<file path="src/rtl/dps_timer.sv">
// dps_timer: register-mapped interval timer with a 2-entry read response FIFO.
// Define DPS_TIMER_64BIT_EN for a 64-bit counter with a COUNT_HI snapshot at 0x14.
module dps_timer #(
  parameter int unsigned P_PRESCALE = 1,
  parameter logic [5:0]  P_IRQ_NUM  = 6'h1,
  parameter logic [31:0] P_DPS_SIZE = 32'h20
) (
  input  logic        iCLOCK,
  input  logic        iRESET,
  input  logic        iDPS_REQ,
  output logic        oDPS_BUSY,
  input  logic        iDPS_RW,
  input  logic [31:0] iDPS_ADDR,
  input  logic [31:0] iDPS_DATA,
  output logic        oDPS_VALID,
  input  logic        iDPS_BUSY,
  output logic [31:0] oDPS_DATA,
  output logic        oDPS_IRQ_REQ,
  output logic [5:0]  oDPS_IRQ_NUM,
  input  logic        iDPS_IRQ_ACK
);

`ifdef DPS_TIMER_64BIT_EN
  localparam int CW = 64;
`else
  localparam int CW = 32;
`endif

  localparam logic [15:0] PRE_MAX = 16'(P_PRESCALE - 1);

  typedef enum logic {
    IRQ_IDLE,
    IRQ_PEND
  } irq_state_t;

  logic        accept;
  logic        rd_req;
  logic        wr_req;
  logic [2:0]  sel;
  logic        wr_ctrl;
  logic        wr_cmp;
  logic        wr_stat;
  logic        clr;

  logic        en_q;
  logic        irq_en_q;
  logic        auto_q;
  logic        match_q;
  logic [31:0] cmp_q;
  logic [15:0] pre_q;
  logic [CW-1:0] cnt_q;

  logic        tick;
  logic        hi_zero;
  logic        match;
  logic        irq_set;
  logic [31:0] rd_hi;
  logic [31:0] rd_data;

  irq_state_t  irq_q;
  irq_state_t  irq_nxt;

  logic [31:0] mem_q [2];
  logic        wptr_q;
  logic        rptr_q;
  logic [1:0]  fifo_cnt_q;
  logic        push;
  logic        pop;

  logic        unused_addr;

  assign unused_addr = ^{iDPS_ADDR[31:5], iDPS_ADDR[1:0]};

  assign accept  = iDPS_REQ && !oDPS_BUSY;
  assign rd_req  = accept && !iDPS_RW;
  assign wr_req  = accept && iDPS_RW;
  assign sel     = iDPS_ADDR[4:2];
  assign wr_ctrl = wr_req && (sel == 3'd0);
  assign wr_cmp  = wr_req && (sel == 3'd3);
  assign wr_stat = wr_req && (sel == 3'd4);
  assign clr     = wr_ctrl && iDPS_DATA[2];

  // prescaler phase 0 is the tick cycle, so enabling ticks on the first cycle
  assign tick    = en_q && (pre_q == 16'd0);
  assign match   = tick && !clr && hi_zero && (cnt_q[31:0] == cmp_q);
  assign irq_set = match && irq_en_q;

  always_ff @(posedge iCLOCK or posedge iRESET) begin
    if (iRESET) begin
      en_q     <= 1'b0;
      irq_en_q <= 1'b0;
      auto_q   <= 1'b0;
      cmp_q    <= '0;
    end else begin
      if (wr_ctrl) begin
        en_q     <= iDPS_DATA[0];
        irq_en_q <= iDPS_DATA[1];
        auto_q   <= iDPS_DATA[3];
      end
      if (wr_cmp) cmp_q <= iDPS_DATA;
    end
  end

  always_ff @(posedge iCLOCK or posedge iRESET) begin
    if (iRESET) begin
      pre_q <= '0;
    end else if (!en_q || clr) begin
      pre_q <= '0;
    end else if (pre_q == PRE_MAX) begin
      pre_q <= '0;
    end else begin
      pre_q <= pre_q + 16'd1;
    end
  end

  always_ff @(posedge iCLOCK or posedge iRESET) begin
    if (iRESET) begin
      cnt_q <= '0;
    end else if (clr) begin
      cnt_q <= '0;
    end else if (tick) begin
      if (match && auto_q) cnt_q <= '0;
      else                 cnt_q <= cnt_q + CW'(1);
    end
  end

  // a match wins over a same-cycle software clear
  always_ff @(posedge iCLOCK or posedge iRESET) begin
    if (iRESET) begin
      match_q <= 1'b0;
    end else if (match) begin
      match_q <= 1'b1;
    end else if (wr_stat && iDPS_DATA[0]) begin
      match_q <= 1'b0;
    end
  end

`ifdef DPS_TIMER_64BIT_EN
  logic [31:0] cnt_hi_q;

  assign hi_zero = (cnt_q[63:32] == 32'd0);
  assign rd_hi   = cnt_hi_q;

  always_ff @(posedge iCLOCK or posedge iRESET) begin
    if (iRESET) begin
      cnt_hi_q <= '0;
    end else if (rd_req && (sel == 3'd2)) begin
      cnt_hi_q <= cnt_q[63:32];
    end
  end
`else
  assign hi_zero = 1'b1;
  assign rd_hi   = 32'd0;
`endif

  always_ff @(posedge iCLOCK or posedge iRESET) begin
    if (iRESET) irq_q <= IRQ_IDLE;
    else        irq_q <= irq_nxt;
  end

  always_comb begin
    irq_nxt = irq_q;
    unique case (irq_q)
      IRQ_IDLE: if (irq_set) irq_nxt = IRQ_PEND;
      IRQ_PEND: if (iDPS_IRQ_ACK && !irq_set) irq_nxt = IRQ_IDLE;
    endcase
  end

  assign oDPS_IRQ_REQ = (irq_q == IRQ_PEND);
  assign oDPS_IRQ_NUM = P_IRQ_NUM;

  always_comb begin
    rd_data = 32'd0;
    case (sel)
      3'd0:    rd_data = {28'd0, auto_q, 1'b0, irq_en_q, en_q};
      3'd1:    rd_data = P_DPS_SIZE;
      3'd2:    rd_data = cnt_q[31:0];
      3'd3:    rd_data = cmp_q;
      3'd4:    rd_data = {31'd0, match_q};
      3'd5:    rd_data = rd_hi;
      default: rd_data = 32'd0;
    endcase
  end

  // reads land in the FIFO at the accept edge, so none are ever in flight
  assign push       = rd_req;
  assign pop        = oDPS_VALID && !iDPS_BUSY;
  assign oDPS_VALID = (fifo_cnt_q != 2'd0);
  assign oDPS_DATA  = mem_q[rptr_q];
  assign oDPS_BUSY  = (fifo_cnt_q >= 2'd2);

  always_ff @(posedge iCLOCK or posedge iRESET) begin
    if (iRESET) begin
      mem_q[0]   <= '0;
      mem_q[1]   <= '0;
      wptr_q     <= 1'b0;
      rptr_q     <= 1'b0;
      fifo_cnt_q <= 2'd0;
    end else begin
      if (push) begin
        mem_q[wptr_q] <= rd_data;
        wptr_q        <= ~wptr_q;
      end
      if (pop) rptr_q <= ~rptr_q;
      case ({push, pop})
        2'b10:   fifo_cnt_q <= fifo_cnt_q + 2'd1;
        2'b01:   fifo_cnt_q <= fifo_cnt_q - 2'd1;
        default: fifo_cnt_q <= fifo_cnt_q;
      endcase
    end
  end

endmodule

</file>
<file path="config.mk">
export PLATFORM = sky130hd
export DESIGN_NAME = dps_timer
export DESIGN_NICKNAME = d
export VERILOG_FILES = /design/src/rtl/dps_timer.sv
export SDC_FILE = /design/constraint.sdc
export NUM_CORES = 1
export LEC_CHECK = 0
export CAP_MARGIN = 20
export CELL_PAD_IN_SITES_DETAIL_PLACEMENT = 1
export CELL_PAD_IN_SITES_GLOBAL_PLACEMENT = 1
export CORE_MARGIN = 1
export CORE_UTILIZATION = 42
export CTS_CLUSTER_SIZE = 20
export DETAILED_ROUTE_END_ITERATION = 10
export GPL_ROUTABILITY_DRIVEN = 1
export MAX_ROUTING_LAYER = met4
export PLACE_DENSITY = 0.9
export SYNTH_ARGS = -nofsm -noshare
export SYNTH_HDL_FRONTEND = slang
export SYNTH_SLANG_ARGS = --single-unit
export TNS_END_PERCENT = 100
</file>
<file path="constraint.sdc">
create_clock -name iCLOCK -period 5.7 [get_ports iCLOCK]
set_clock_uncertainty 0.2 [all_clocks]
set_input_delay 0.855 -clock iCLOCK [delete_from_list [all_inputs] [get_ports iCLOCK]]
set_output_delay 0.855 -clock iCLOCK [all_outputs]
set_load 0.01 [all_outputs]
</file>
---- Word level (Yosys, flattened, before mapping) ----
Index checks and enable logic that the tools add are counted.
storage, ports and cells
  bits in writable memories ............... 0
  memories kept ........................... 0
  flip-flop bits (word level) ............. 153
  latch bits .............................. 0
  logic and storage cells ................. 80
  memory bits (read-only) ................. 0
operators by class
  div/mod/pow operators ................... 0
  multiplexer cells ....................... 18
  shifts and indexed selects .............. 0
  magnitude comparators ................... 4
  reductions and logical operators ........ 29
  equal/unequal tests ..................... 7
  multiply operators ...................... 0
  bitwise gates (word level) .............. 5
  $add $sub $neg .......................... 4
operators by type and width
  operator                                                               number
  32-bit two-way mux                                                     7
  32-bit one-hot mux with 5 select lines                                 1
  64-bit bitwise mux                                                     1
  32-bit by 1-bit adder with 32-bit output, second input constant        1
  32-bit demux with 1-bit select                                         1
  32-bit equality test                                                   1
  16-bit two-way mux                                                     2
  16-bit by 1-bit adder with 16-bit output, second input constant        1
  1-bit logical AND                                                      16
  16-bit zero test                                                       1
  2-bit nonzero test                                                     4
  3-bit by 2-bit equality test with 1-bit output, second input constant  2
  2-bit >= comparator, second input constant                             3
  1-bit zero test                                                        6
  1-bit two-way mux                                                      4
  1-bit NOT with 2-bit output                                            2
  2-bit one-hot mux with 2 select lines                                  1
  3-bit by 1-bit equality test with 1-bit output, second input constant  1
  3-bit equality test, second input constant                             1
  3-bit zero test                                                        1
  1-bit NOT                                                              3
  2-bit by 1-bit adder with 2-bit output, second input constant          1
  2-bit by 1-bit equality test with 1-bit output, second input constant  1
  2-bit equality test, second input constant                             1
  other kinds (4)                                                        4

---- Logic depth before layout (Yosys ltp) ----
Gate-level depths: netlist of run 1.
  depth in word-level cells ............... 14
  gate-level depth with buffers ........... 9
  depth with buffers taken out ............ 8

---- Worst setup path after synthesis of run 1 ----
No wires, ideal clock.
  kind .................................... input to register
  from .................................... input iDPS_ADDR[2]
  to ...................................... register cmp_q[0]
  slack ................................... 3054 ps
  stages .................................. 4
  library setup time ...................... 125 ps
  required time ........................... 5375 ps
  arrival time ............................ 2322 ps
  cells stage by stage .................... clkbuf_1 -> nor4b_1 -> buf_2 -> mux2_2
between the ends
  longest elaborated chain between the ends .. 2
ends and longest elaborated chain
  item                                            line  source
  start: declaration                              13    input logic [31:0] iDPS_ADDR,
  3-bit by 2-bit equality test with 1-bit output  79    assign wr_cmp = wr_req && (sel == 3'd3);
  1-bit logical AND                               79
  end signal: assignment                          100   if (wr_cmp) cmp_q <= iDPS_DATA;
  end: declaration                                49    logic [31:0] cmp_q;
Every way passes these cells.
A chain may end at the register's enable or synchronous reset.

---- Final worst setup path of run 1 ----
  from .................................... register rptr_q
  to ...................................... output oDPS_DATA[6]
between the ends
  longest elaborated chain between the ends .. 4
ends and longest elaborated chain
  item                                                    line  source
  start: declaration                                      65    logic rptr_q;
  start signal: assignment                                204   if (pop) rptr_q <= ~rptr_q;
  1-bit NOT with 2-bit output (not written as such)       189   assign oDPS_DATA = mem_q[rptr_q];
  32-bit two-way mux (not written as such) (3 in series)  189
  end: declaration                                        17    output logic [31:0] oDPS_DATA,
Every way passes these cells. The select of a mux whose other input is x is not followed.

==> results.py, run 1 <==
metrics = {
    "status": {
        "outcome": "finished, final reports clean",
    },
    "drt": {
        "wl_per_cell_um": 21.2,
        "via_count": 6289,
        "drt-initial-drc-count": 428,
        "via_per_inst": 5.94,
        "ant_nets": 0,
        "drt_pass1_iterations": 5,
        "routed_wl_um": 22500,
        "drc": 0,
    },
    "grt": {
        "antenna_found_initial": 0,
        "grt-ovfl-total": 0,
        "grt.total_usage_pct": 26.5,
        "grt_start_max_net_pins": 67,
        "grt_pass1_vias": 6609,
        "grt_first_pass_wirelength_um": 36300,
    },
    "worst_setup_path": {
        "rr_startpoint": "cnt_q[7]",
        "r2r_cells": 6,
        "worstSetupPathType": "flop to output pin",
        "r2r-end": "cnt_q[11]",
        "cp_data_required_time_ns": 4.64,
        "endpoint_kind": "output pin",
        "ff2ff_setup_slack_ns": 2.63,
        "arrival_ns": 2.10,
        "critical_path.startpoint_type": "flop",
        "cp_max_fo": 33,
    },
    "clock_network": {
        "clock_insertion_delay_worst_skew_ns": 0.44,
        "htreeDepth": 4,
        "cts_buffers": 17,
        "clock-root-buffer": "clkbuf_16",
        "postCtsSetupRepairBufs": 0,
        "cts.sinks": 153,
        "cts_resized": 0,
        "path_clk_slew_ns": 0.07,
        "cts_tree": "done",
        "clock_path_buffers": 2,
        "hold_buffers": 0,
    },
    "logic_synthesis": {
        "yosysTopAreaCell": "dfrtp_1",
        "synth.most_common_cell": "dfrtp_1",
        "ys_seq_area_share_pct": 50.1,
        "synth_compound_area_share_pct": 10.4,
        "async_flop_share_pct": 100,
        "syn_inst": 775,
        "synthXorXnorAreaFrac_pct": 6.99,
        "synth_fa_ha_area_share_pct": 0.655,
        "yosysUniqueCellTypes": 42,
        "synth_edf_count": 0,
        "ys_dominant_reg_cell": "dfrtp_1",
        "avgSynthCellArea_sq_um": 9.86,
        "netlist_area_sq_um": 7640,
        "yosysTopAreaCellShare_pct": 50.1,
        "ys_ff_latch": 153,
        "ys_top_cells_by_area": "dfrtp_1 50%, mux2_2 9.7%, o21ai_0 5.6%, xnor2_1 4.9%, nand2_1 4.6%",
        "synth_common_cells": "153 x dfrtp_1, 93 x nand2_1, 86 x o21ai_0",
        "synth_warnings": 0,
        "synth-simple-area-share_pct": 17.5,
        "synth_top_family_by_area": "simple AND/OR/NAND/NOR gates",
        "muxShareOfSynthArea_pct": 10.1,
    },
    "placed_design": {
        "portBuffers": 75,
        "place_area_sq_um": 8510,
        "place_congestion": 0.856,
        "numPlacedInstances": 1025,
        "dpl.hpwl_um": 14800,
    },
    "sta": {
        "tns_ns": 0,
        "rsz0062_at_grt": "false",
        "finalMaxSlewViolations": 0,
        "hold_viol": 0,
        "fin_crit_ns": 3.15,
        "timing.hold.ws_ns": 0.286,
        "setup_viol": 0,
        "period_share_pct": 55.3,
        "worst_pin_slew_ns": 0.955,
        "max_slew_margin_pct": 35.8,
        "max_freq_mhz": 317,
    },
    "die": {
        "die_h_um": 137,
        "num_rows": 48,
        "fp.dieW_um": 137,
        "core-area_sq_um": 17500,
        "io-pin-count": 111,
        "start_util_pct": 43.6,
        "die_area_sq_um": 18700,
    },
    "cells_and_area": {
        "finalNonFillerCells": 1059,
        "num_antenna_cells": 0,
        "drive_above_1_share_pct": 14.9,
        "num-nets-final": 895,
        "area_delta_synth_final_pct": 19.4,
        "post-route-cell-area_sq_um": 9120,
        "n_fill_cell": 1924,
    },
    "pwr": {
        "p_leak_uw": 0.00376,
        "powerDensity_nw_per_um2": 462,
        "vdd.ir_drop.worst_v": 0.000417,
    },
    "flow_run": {
        "maxCapViolations": 0,
    },
    "hold_path": {
        "hold_end": "mem_q[51]",
        "min_path_type": "flop to flop",
        "whs_path_depth": 2,
        "worstHoldStart": "mem_q[51]",
    },
}
[layout by cell type, fill, tap and decap left out, types with 3 or more instances in the layout]
master,instances
inv_6,5
clkbuf_16,17
nand2_1,93
clkdlybuf4s50_1,75
xnor2_1,43
ha_1,4
a22oi_1,29
a21o_1,4
and3_1,14
nor2_1,57
inv_1,9
nor3_1,15
a21oi_1,9
buf_4,8
inv_8,3
and4_1,4
nor4_1,15
dfrtp_1,153
nand3_1,31
conb_1,6
mux2_2,66
a31oi_1,3
o21ai_0,86
mux2i_1,3
nand4_1,24
xor2_1,18
clkinv_4,3
or2_2,3
[routing by layer]
metal,routed length [um],share of wire [%],track usage (%)
met5,0,0,-
met4,574,2.6,10.3
met3,957,4.3,4.19
met2,11600,52,44.8
met1,9310,41,31.6
[state kept, by name, indices dropped and copies added, names as in the netlist]
| signal | flops |
|---|---|
| mem_q | 64 |
| cmp_q | 32 |
| cnt_q | 32 |
| pre_q | 16 |
| fifo_cnt_q | 2 |
| auto_q | 1 |
| en_q | 1 |
| irq_en_q | 1 |
| match_q | 1 |
| oDPS_IRQ_REQ | 1 |
| rptr_q | 1 |
| wptr_q | 1 |
[power breakdown]
group	switching (uW)	total, uW	internal (uW)
registers	373	1800	1430
clock network	521	1090	574
logic	651	1320	665
[metrics by stage]
stage          setup WS, ns  util [%]  total power, uW
2_1_floorplan         0.524         -             2550
3_3_place_gp           1.83      48.4             2950
3_5_place_dp           2.07      48.6             3080
4_1_cts                2.44      51.8             4210
5_1_grt                2.44      52.0             4430
6_report               2.55      52.0             4210
[worst max-delay path by stage]
stage / slack, ns / cells after the start / startpoint / end
finish: 2.55 / 3 / rptr_q / oDPS_DATA[6]
CTS: 2.44 / 6 / iDPS_ADDR[3] / mem_q[17]
global route: 2.44 / 7 / iDPS_REQ / pre_q[2]
global placement: 1.83 / 5 / iDPS_REQ / cmp_q[17]
floorplan: 0.52 / 1 / iRESET / auto_q
detailed placement: 2.07 / 6 / iDPS_ADDR[3] / mem_q[55]
[area by class of cell]
cell class | instances | area, sq um | share of cell area, %
clock buffer | 17 | 425 | 4.66
timing repair buffer | 86 | 878 | 9.63
clock inverter | 15 | 136 | 1.49
multi-input combinational | 553 | 3530 | 38.7
inverter | 10 | 42.5 | 0.466
tap | 225 | 282 | 3.09
sequential | 153 | 3830 | 42.0
[cell families after synthesis]
group,Yosys count
buf+inv,73
other cells,2
compound gates,137
fa+ha+maj,4
simple gates,276
mux,69
xor+xnor,61
flops,153
[critical path, cell delays in order, from the launching register on]
cell,delay [ns]
dfrtp_1,0.32
buf_4,0.41
mux2_2,0.41
clkdlybuf4s50_1,0.50
No activity file was read; power rests on OpenSTA's default activity.
==> run 2: changes to the inputs <==
CORE_UTILIZATION = 38   (was 42)
PLACE_DENSITY = 0.86   (was 0.9)
clock period = 2.9 ns   (was 5.7 ns; I/O delays follow)
==> results.py, run 2 (same netlist as run 1, synthesis figures left out) <==
metrics = {
    "clock_network": {
        "cts_tree": "done",
        "cts.sinks": 153,
        "htreeDepth": 4,
        "clock_insertion_delay_worst_skew_ns": 0.44,
        "clock_path_buffers": 2,
        "postCtsSetupRepairBufs": 0,
        "hold_buffers": 0,
        "cts_resized": 0,
        "path_clk_slew_ns": 0.07,
        "clock-root-buffer": "clkbuf_16",
        "cts_buffers": 17,
    },
    "worst_setup_path": {
        "ff2ff_setup_slack_ns": 0.34,
        "arrival_ns": 1.96,
        "critical_path.startpoint_type": "flop",
        "worstSetupPathDepth": 3,
        "cp_data_required_time_ns": 2.27,
        "path_buf_inv": 2,
        "r2r-end": "cnt_q[28]",
        "cp_max_fo": 33,
        "worstPathCellList": "buf_12, mux2_2, clkdlybuf4s50_1",
        "rr_startpoint": "pre_q[0]",
        "r2r_cells": 8,
        "endpoint_kind": "output pin",
        "critical_path.slowest_cell": "clkdlybuf4s50_1",
        "worstSetupEndpoint": "oDPS_DATA[8]",
        "path_delay_family": "buffers and inverters",
        "worstSetupPathType": "flop to output pin",
        "startpoint": "rptr_q",
        "max_stage_delay_ns": 0.50,
    },
    "placed_design": {
        "numPlacedInstances": 1090,
        "place_congestion": 0.870,
        "portBuffers": 75,
        "dpl.hpwl_um": 15100,
        "place_area_sq_um": 8810,
    },
    "sta": {
        "worst_pin_slew_ns": 0.725,
        "max_slew_margin_pct": 51.7,
        "hold_viol": 0,
        "setup_viol": 0,
        "finalMaxSlewViolations": 0,
        "timing.hold.ws_ns": 0.0269,
        "period_share_pct": 89.4,
        "tns_ns": 0,
        "fin_crit_ns": 2.59,
        "rsz0062_at_grt": "false",
        "max_freq_mhz": 386,
    },
    "pwr": {
        "p_leak_uw": 0.00387,
        "vdd.ir_drop.worst_v": 0.000371,
        "powerDensity_nw_per_um2": 892,
    },
    "cells_and_area": {
        "finalNonFillerCells": 1122,
        "post-route-cell-area_sq_um": 9370,
        "multi_input_area_sq_um": 3530,
        "area_delta_synth_final_pct": 22.6,
        "seq_area_sq_um": 3830,
        "n_fill_cell": 2201,
        "final_cell_mix": "153 x dfrtp_1, 93 x nand2_1, 86 x o21ai_0, 75 x clkdlybuf4s50_1, 66 x mux2_2",
        "largest_reg_flops": 64,
        "final_common_cell": "dfrtp_1",
        "num-nets-final": 918,
        "num_antenna_cells": 0,
        "reg_top3": "mem_q (64), cmp_q (32), cnt_q (32)",
        "drive_above_1_share_pct": 17.2,
        "regMostFlops": "mem_q",
    },
    "drt": {
        "ant_nets": 0,
        "via_per_inst": 5.60,
        "drt_pass1_iterations": 5,
        "wl_per_cell_um": 20.3,
        "drc": 0,
        "routed_wl_um": 22700,
        "via_count": 6286,
        "drt-initial-drc-count": 322,
    },
    "die": {
        "fp.dieW_um": 144,
        "num_rows": 51,
        "io-pin-count": 111,
        "die_area_sq_um": 20700,
        "start_util_pct": 39.0,
        "core-area_sq_um": 19600,
        "die_h_um": 144,
    },
    "hold_path": {
        "min_path_type": "primary input to async pin",
    },
    "grt": {
        "grt-ovfl-total": 0,
        "grt_pass1_vias": 6754,
        "grt_start_max_net_pins": 98,
        "grt_first_pass_wirelength_um": 36500,
        "antenna_found_initial": 0,
        "grt.total_usage_pct": 24.2,
    },
    "flow_run": {
        "maxCapViolations": 0,
    },
    "status": {
        "outcome": "finished, final reports clean",
    },
}
## run 2: per-stage QoR
step | util, % | power [uW] | worst slack, ns
after floorplan | - | 5020 | 0.334
after global placement | 45.0 | 5950 | 0.155
after detailed placement | 45.0 | 6160 | 0.146
after CTS | 47.8 | 8400 | 0.289
after global routing | 47.8 | 8810 | 0.183
final | 47.8 | 8360 | 0.308
## run 2: layout make-up
| cell class | instances | share of cell area (%) |
|---|---|---|
| Clock inverter | 15 | 1.43 |
| Inverter | 10 | 0.441 |
| Timing Repair Buffer | 109 | 11.5 |
| Multi-Input combinational cell | 553 | 37.7 |
| Clock buffer | 17 | 4.54 |
| Sequential cell | 153 | 40.8 |
| Tap cell | 265 | 3.54 |
## run 2: worst min path at each step
stage / end / slack [ns] / depth (start not counted)
finish: wptr_q / 0.03 / 2
global route: wptr_q / 0.06 / 2
CTS: wptr_q / 0.01 / 2
detailed placement: mem_q[17] / 0.26 / 2
global placement: mem_q[18] / 0.26 / 2
floorplan: mem_q[0] / 0.24 / 2
## run 2: routing by layer
metal | GRT usage, % | vias to the layer above | share of wire (%) | routed length [um]
met3 | 3.40 | 58 | 3.2 | 724
met1 | 27.5 | 3220 | 41 | 9340
met4 | 12.5 | 0 | 3.7 | 830
met5 | - | - | 0 | 0
met2 | 41.3 | 166 | 52 | 11800
li1 | - | 2842 | - | -
## run 2: power by group
| group | switching, uW | internal [uW] |
|---|---|---|
| Combinational | 1350 | 1370 |
| Clock | 1000 | 1130 |
| Sequential | 705 | 2810 |
| Total | 3060 | 5300 |
